File: src/rtl/rr_mux_pkg.sv
// Shared types for the round-robin stream multiplexer (rr_mux_n and rr_arbiter).
package rr_mux_pkg;

    typedef enum logic {
        S_OPEN   = 1'b0,
        S_LOCKED = 1'b1
    } lock_state_t;

endpackage

File: src/rtl/rr_arbiter.sv
// Combinational round-robin picker: first set req bit after ptr, wrapping modulo N.
module rr_arbiter #(
    parameter int N = 4
) (
    input  logic [N-1:0]         req,
    input  logic [$clog2(N)-1:0] ptr,
    output logic [N-1:0]         grant_onehot,
    output logic [$clog2(N)-1:0] grant_idx,
    output logic                 any
);

    localparam int SEL_W = $clog2(N);

    logic [SEL_W:0] idx_s;

    // Scan ptr+1 .. ptr+N; the explicit subtract keeps non-power-of-two N inside 0..N-1.
    always_comb begin
        grant_onehot = '0;
        grant_idx    = '0;
        any          = 1'b0;
        idx_s        = '0;
        for (int k = 1; k <= N; k++) begin
            idx_s = {1'b0, ptr} + (SEL_W+1)'(k);
            if (idx_s >= (SEL_W+1)'(N)) begin
                idx_s = idx_s - (SEL_W+1)'(N);
            end else begin
                idx_s = idx_s;
            end
            if (!any && req[idx_s[SEL_W-1:0]]) begin
                any                             = 1'b1;
                grant_idx                       = idx_s[SEL_W-1:0];
                grant_onehot[idx_s[SEL_W-1:0]] = 1'b1;
            end else begin
                any = any;
            end
        end
    end

endmodule

File: src/rtl/rr_mux_n.sv
// N-channel registered stream mux with round-robin arbitration.
// Define RR_MUX_PACKET_EN to hold the grant on one channel until its in_last beat.
module rr_mux_n
    import rr_mux_pkg::*;
#(
    parameter int N = 4,
    parameter int W = 8
) (
    input  logic                 clk,
    input  logic                 rst,
    input  logic [N*W-1:0]       in_data,
    input  logic [N-1:0]         in_valid,
    input  logic [N-1:0]         in_last,
    output logic [N-1:0]         in_ready,
    output logic [W-1:0]         out_data,
    output logic [$clog2(N)-1:0] out_sel,
    output logic                 out_last,
    output logic                 out_valid,
    input  logic                 out_ready
);

    localparam int SEL_W = $clog2(N);

    logic [SEL_W-1:0] ptr_r;
    logic [SEL_W-1:0] grant_idx_s;
    logic [N-1:0]     req_s;
    logic [N-1:0]     grant_onehot_s;
    logic             any_s;
    logic             can_load_s;
    logic             load_s;

`ifdef RR_MUX_PACKET_EN
    lock_state_t      state_r;
    logic [SEL_W-1:0] lock_ch_r;

    // While locked, present only the locked channel so the grant stays there even when it idles.
    always_comb begin
        req_s = '0;
        if (state_r == S_LOCKED) begin
            req_s[lock_ch_r] = 1'b1;
        end else begin
            req_s = in_valid;
        end
    end

    // Packet lock FSM: opens on reset or an accepted last beat, locks on a non-last beat.
    always_ff @(posedge clk) begin
        if (rst) begin
            state_r   <= S_OPEN;
            lock_ch_r <= {SEL_W{1'b0}};
        end else if (load_s) begin
            case (state_r)
                S_OPEN: begin
                    if (!in_last[grant_idx_s]) begin
                        state_r   <= S_LOCKED;
                        lock_ch_r <= grant_idx_s;
                    end else begin
                        state_r   <= S_OPEN;
                    end
                end
                S_LOCKED: begin
                    if (in_last[grant_idx_s]) begin
                        state_r <= S_OPEN;
                    end else begin
                        state_r <= S_LOCKED;
                    end
                end
                default: state_r <= S_OPEN;
            endcase
        end else begin
            state_r <= state_r;
        end
    end
`else
    // Per-beat arbitration: requests are the raw valids.
    always_comb begin
        req_s = in_valid;
    end
`endif

    rr_arbiter #(.N(N)) u_arb (
        .req          (req_s),
        .ptr          (ptr_r),
        .grant_onehot (grant_onehot_s),
        .grant_idx    (grant_idx_s),
        .any          (any_s)
    );

    assign can_load_s = !out_valid || out_ready;
    assign load_s     = !rst && any_s && can_load_s && in_valid[grant_idx_s];

    // out_ready reaches in_ready combinationally so a draining register can reload in the same cycle.
    always_comb begin
        if (!rst && can_load_s) begin
            in_ready = grant_onehot_s;
        end else begin
            in_ready = '0;
        end
    end

    // Output register and arbitration pointer; a load wins over a plain drain.
    always_ff @(posedge clk) begin
        if (rst) begin
            out_valid <= 1'b0;
            out_data  <= {W{1'b0}};
            out_sel   <= {SEL_W{1'b0}};
            out_last  <= 1'b0;
            ptr_r     <= SEL_W'(N-1);
        end else if (load_s) begin
            out_valid <= 1'b1;
            out_data  <= in_data[grant_idx_s*W +: W];
            out_sel   <= grant_idx_s;
            out_last  <= in_last[grant_idx_s];
            ptr_r     <= grant_idx_s;
        end else if (out_ready) begin
            out_valid <= 1'b0;
        end else begin
            out_valid <= out_valid;
        end
    end

endmodule
File: config.mk
export PLATFORM = sky130hd
export DESIGN_NAME = rr_mux_n
export DESIGN_NICKNAME = d
export VERILOG_FILES = /design/src/rtl/rr_mux_pkg.sv /design/src/rtl/rr_arbiter.sv /design/src/rtl/rr_mux_n.sv
export SDC_FILE = /design/constraint.sdc
export NUM_CORES = 1
export LEC_CHECK = 0
export BUFFER_PORTS_ARGS = -buffer_cell sky130_fd_sc_hd__buf_2
export CAP_MARGIN = 10
export CORE_ASPECT_RATIO = 1.4
export CORE_MARGIN = 5
export CORE_UTILIZATION = 51
export CTS_CLUSTER_DIAMETER = 120
export DETAILED_ROUTE_END_ITERATION = 10
export PLACE_DENSITY = 0.85
export SLEW_MARGIN = 20
export SYNTH_ARGS = -nofsm -noshare
export SYNTH_HDL_FRONTEND = slang
export SYNTH_HIERARCHICAL = 1
export SYNTH_SLANG_ARGS = --single-unit
File: constraint.sdc
create_clock -name clk -period 6.06 [get_ports clk]
set_clock_uncertainty 0.2 [all_clocks]
set_input_delay 0.909 -clock clk [delete_from_list [all_inputs] [get_ports clk]]
set_output_delay 0.909 -clock clk [all_outputs]
set_load 0.05 [all_outputs]
Word-level counts from Yosys, hierarchy flattened
Cells that the tools add are included.

storage, ports and cells
  register bits = 14
  input bits = 43

operators by class
  add/subtract/negate cells = 8
  $lt $le $gt $ge = 13
  shift-type cells = 1
  mux-type cells = 39
  bitwise logic cells = 3
  reductions and logical operators = 18

operators by type and width
  operator                                                                              count
  32-bit by 6-bit indexed part select with 8-bit output                                 1
  4-bit two-way mux                                                                     5
  1-bit two-way mux                                                                     16
  2-bit two-way mux                                                                     8
  2-bit by 3-bit less-than comparator with 1-bit output (second input constant)         5
  1-bit binary-select mux with 2-bit select                                             6
  3-bit greater-or-equal comparator (second input constant)                             4
  4-bit bitwise OR                                                                      3
  1-bit logical AND                                                                     11
  1-bit demux with 2-bit select                                                         4
  2-bit by 1-bit greater-or-equal comparator with 1-bit output (second input constant)  4
  2-bit by 1-bit subtractor with 2-bit output (second input constant)                   4
  2-bit by 2-bit adder with 3-bit output (second input constant)                        2
  1-bit logical NOT                                                                     5
  2-bit by 1-bit adder with 3-bit output (second input constant)                        1
  2-bit by 3-bit adder with 3-bit output (second input constant)                        1
  2-bit nonzero test                                                                    1
  1-bit logical OR                                                                      1

Longest topological paths before layout
  word-level depth = 19
  mapped depth = 13
  gate-level depth less buffers = 10

By module
Netlist, hierarchy kept.

modules (own cells, without submodules)
  module      times used  cells each  area an instance (um^2)
  rr_mux_n    1           84          847.1
  rr_arbiter  1           68          525.5

Worst setup path after synthesis
OpenSTA, ideal clock, no wires.

  path type = input to output
  from = in in_valid[0]
  to = out in_ready[0]
  arrival = 2.361 ns
  data required time = 4.951 ns
  path slack = 2.590 ns
  stages on the path = 5
  cell sequence = buf_6 mux4_2 a211oi_4 a221o_1 and2_1

between the ends
  longest elaborated chain between the ends = 13
  elaborated cells between the ends (all ways) = 25

RTL lines
  element                                    line              text
  start: declaration                         rr_mux_n.sv:12    input logic [N-1:0] in_valid,
  1-bit binary-select mux with 2-bit select  rr_arbiter.sv:29  if (!any && req[idx_s[SEL_W-1:0]]) begin
  1-bit two-way mux (implied by the code)    rr_arbiter.sv:29
  1-bit two-way mux                          rr_arbiter.sv:29
  1-bit logical NOT                          rr_arbiter.sv:29
  1-bit logical AND                          rr_arbiter.sv:29
  1-bit two-way mux                          rr_arbiter.sv:29
  1-bit logical NOT                          rr_arbiter.sv:29
  1-bit logical AND                          rr_arbiter.sv:29
  1-bit two-way mux                          rr_arbiter.sv:29
  1-bit logical NOT                          rr_arbiter.sv:29
  1-bit logical AND                          rr_arbiter.sv:29
  4-bit two-way mux (*)                      rr_arbiter.sv:29
  net grant_onehot_s[0]                      rr_mux_n.sv:27    logic [N-1:0] grant_onehot_s;
  4-bit two-way mux (*)                      rr_mux_n.sv:94    if (!rst && can_load_s) begin
  end: declaration                           rr_mux_n.sv:14    output logic [N-1:0] in_ready,

The timed path passes the listed nets; every way through them passes the cells marked *. The select of a mux whose other input is x is not followed.

Worst setup path in the final report
  from = reg ptr_r[0]
  to = reg out_sel[0]

between the ends
  longest elaborated chain between the ends = 18
  elaborated cells between the ends (all ways) = 43

RTL lines
  element                                                                                                  line                                text
  start: declaration                                                                                       rr_mux_n.sv:24                      logic [SEL_W-1:0] ptr_r;
  start signal: assignment                                                                                 rr_mux_n.sv:108                     ptr_r <= SEL_W'(N-1);
  start signal: assignment                                                                                 rr_mux_n.sv:114                     ptr_r <= grant_idx_s;
  2-bit by 1-bit adder with 3-bit output                                                                   rr_arbiter.sv:23                    idx_s = {1'b0, ptr} + (SEL_W+1)'(k);
  3-bit greater-or-equal comparator / 2-bit by 1-bit subtractor with 2-bit output (equally long branches)  rr_arbiter.sv:24, rr_arbiter.sv:25
  2-bit two-way mux                                                                                        rr_arbiter.sv:24                    if (idx_s >= (SEL_W+1)'(N)) begin
  1-bit binary-select mux with 2-bit select                                                                rr_arbiter.sv:29
  1-bit two-way mux (implied by the code)                                                                  rr_arbiter.sv:29
  1-bit two-way mux                                                                                        rr_arbiter.sv:29
  1-bit logical NOT                                                                                        rr_arbiter.sv:29
  1-bit logical AND                                                                                        rr_arbiter.sv:29
  (+3 left out)                                                                                            --
  1-bit two-way mux                                                                                        rr_arbiter.sv:29
  1-bit logical NOT                                                                                        rr_arbiter.sv:29
  1-bit logical AND                                                                                        rr_arbiter.sv:29
  2-bit two-way mux (*)                                                                                    rr_arbiter.sv:29
  net grant_idx_s[1]                                                                                       rr_mux_n.sv:25                      logic [SEL_W-1:0] grant_idx_s;
  1-bit binary-select mux with 2-bit select (*)                                                            rr_mux_n.sv:90                      assign load_s = !rst && any_s && can_load_s && in_valid[grant_idx_s];
  1-bit two-way mux (implied by the code) (*)                                                              rr_mux_n.sv:90
  1-bit logical AND (*)                                                                                    rr_mux_n.sv:90
  end signal: assignment                                                                                   rr_mux_n.sv:106                     out_sel <= {SEL_W{1'b0}};
  end signal: assignment                                                                                   rr_mux_n.sv:112                     out_sel <= grant_idx_s;
  end: declaration                                                                                         rr_mux_n.sv:16                      output logic [$clog2(N)-1:0] out_sel,

Marked as above.
A chain may end at the register's enable or synchronous reset.

==> impl_metrics.tcl <==
set metrics [dict create \
    final_area_um2 1660 \
    initial_core_util_pct 52.5 \
    drt_wl_total_um 3340 \
    synth_seq_area_share_pct 20.4 \
    p_leak_uw 0.000750 \
    seqPwrFrac_pct 19.9 \
    first_iter_violations 40 \
    synth-edff-count 0 \
    netlist.area_leader.share_pct 20.4 \
    antenna_found_initial 0 \
    ys_types 38 \
    seq_area_um2 280 \
    synthesis.area_um2 1370 \
    ys_ff_latch 14 \
    slew_headroom_pct 53.7 \
    nFillCells 239 \
    switching_power_uw 466 \
    synth_common_cells "dfxtp_1, nand2_1, nand2b_1" \
    routed_via_density 5.62 \
    crit_family "compound AO/OA/AOI/OAI gates" \
    place.gp.congestion 0.817 \
    outcome "finished, final reports clean" \
    final_nets 256 \
    timing.hold.worst.class "register to register" \
    setup_viol 0 \
    fin_hold_ws_ns 0.278 \
    fin_setup_tns_ns 0 \
    grt_usage_pct 19.0 \
    root_buffer "clkbuf_4" \
    synth_ff_type "dfxtp_1" \
    dieWidth_um 53.8 \
    share_comb_of_total_power_pct 74.2 \
    rows 22 \
    clk_latency_ns 0.27 \
    ctsHoldBuffers 0 \
    vdd_drop_max_v 0.000329 \
    dpl_cell_area_um2 1640 \
    cts_sinks 14 \
    worstSetupEndpointType "register" \
    internal-power_uw 403 \
    yosysWarnings 6 \
    crit_fanout 17 \
    overflow 0 \
    dp.cells 236 \
    rsz0062_at_grt "no" \
    diodes 0 \
    multi_input_area_um2 996 \
    maxSlewViolCount 0 \
    yosysTopAreaCell "dfxtp_1" \
    die_h_um 71.4 \
    cts_tree "built" \
    routed-via-count 1343 \
    critPathRequiredTime_ns 6.03 \
    io_pins 59 \
    pwr-share-clk_pct 5.9 \
    drc 0 \
    synth_most_common_cell "dfxtp_1" \
    synth_area_leaders "dfxtp_1, mux4_2, ha_1, nand2b_1, nand3_1" \
    finalCriticalPeriod_ns 4.26 \
    wl_per_cell_um 14.0 \
    swShare_pct 53.6 \
    critPathBufInv 2 \
    p_per_area_nw_per_um2 522 \
    numCtsBuffers 3 \
    cts_resized 0 \
    antenna_left 0 \
    die_area_um2 3840 \
    crit_chain "inv_2 -> ha_1 -> a221oi_1 -> a211oi_1 -> o22a_1 -> inv_1 -> a2111oi_4 -> and2_1 -> mux2_1" \
    max_freq_mhz 235 \
    fin_crit_sh_pct 70.2 \
    tightest_slew_ns 0.694 \
    synth.avg_cell_area_um2 9.03 \
    drive_gt1_share_pct 39.4 \
    synthArstFlopShare_pct 0 \
    critPathArrivalTime_ns 4.22 \
    final_cells 239 \
    postSynthCellCount 152 \
    max-cap-violations 0 \
    syn-num-nets 203 \
    areaGrowthSynthToFinish_pct 21.2 \
    clockBufferDepth 2 \
    crit_type "register to register" \
    grt_pass1_wl_um 5470 \
    path_clk_slew_ns 0.08 \
    core_area_um2 2620 \
    slowest_stage "dfxtp_1" \
    grt_max_degree 19 \
    startpoint_type "register" \
    hold_viol 0 \
    grt_pass1_vias 1305 \
    postCtsSetupBuffers 0 \
    cpPeakStageDelay_ns 0.72 \
    firstDrtPassIters 4 \
    post-dp-hpwl_um 2650 \
    io_buffer_count 58 \
    htree_levels 1 \
]
==> layer usage <==
metal  up-vias  GRT usage, %  routed length (um)
met5         -             0                   0
met4         0          9.09                  47
met3         4          2.08                 224
met2        60          33.8                1780
met1       619          21.4                1290
li1        660             -                   -
==> metrics by stage <==
| step | setup slack (ns) | util (%) | total power [uW] |
|---|---|---|---|
| 3_5_place_dp | 1.68 | 62.8 | 819 |
| 3_3_place_gp | 1.78 | 62.8 | 810 |
| 5_1_grt | 1.51 | 63.6 | 929 |
| 2_1_floorplan | 2.59 | - | 712 |
| 4_1_cts | 1.81 | 63.6 | 873 |
| 6_report | 1.80 | 63.6 | 869 |
==> state kept, by name, indices dropped and copies added, names as in the netlist <==
name and count:
out_data 8, out_valid 1, ptr_r 2, out_sel 2
out_last 1
==> power by group through the flow <==
stage | Clock, uW | Sequential, uW | Combinational [uW]
final | 51.3 | 173 | 644
after CTS | 52.5 | 174 | 647
after global routing | 56.6 | 180 | 693
after detailed placement | 0 | 175 | 645
after global placement | 0 | 174 | 636
after floorplan | 0 | 284 | 427
==> area by class of cell <==
| cell class | instances | area share (%) |
|---|---|---|
| clock buffer | 3 | 1.35 |
| inverter | 6 | 1.35 |
| timing repair buffer | 59 | 17.9 |
| sequential | 14 | 16.8 |
| tap | 36 | 2.71 |
| multi-input combinational | 121 | 59.8 |
==> layout by cell type, fill, tap and decap left out, types with 7 or more instances in the layout <==
cell type,count
nand2_1,13
nand3_1,10
nor2_1,8
nand2b_1,12
o21ai_0,10
dfxtp_1,14
ha_1,8
o21ai_1,7
buf_2,58
mux4_2,10
==> kinds of logic (layout without fill, tap and decap cells) <==
| group | count (synthesis) | count (layout) | synth area share (%) |
|---|---|---|---|
| AOI/OAI and AO/OA | 40 | 40 | 22.2 |
| adders and majority gates | 8 | 8 | 7.29 |
| buffers and inverters | 17 | 68 | 7.02 |
| DFF | 14 | 14 | 20.4 |
| muxes | 16 | 16 | 21.8 |
| and+or+nand+nor | 57 | 57 | 21.2 |
==> worst min-delay path, cell delays in order, from the launching register on <==
cell      delay, ns
dfxtp_1        0.31
nand2b_1       0.06
o21ai_0        0.06
==> path summary, 6_finish.rpt <==
kind / start / endpoint / cells after the start / slack, ns
max: ptr_r[0]$_SDFFE_PP1P_ / out_sel[0]$_SDFFE_PP0P_ / 9 / 1.80
min: out_data[1]$_SDFFE_PP0P_ / out_data[1]$_SDFFE_PP0P_ / 2 / 0.28
max reg2reg: ptr_r[0]$_SDFFE_PP1P_ / out_sel[0]$_SDFFE_PP0P_ / 9 / 1.80
min reg2reg: out_data[1]$_SDFFE_PP0P_ / out_data[1]$_SDFFE_PP0P_ / 2 / 0.28
(Power assumes the default switching activity.)
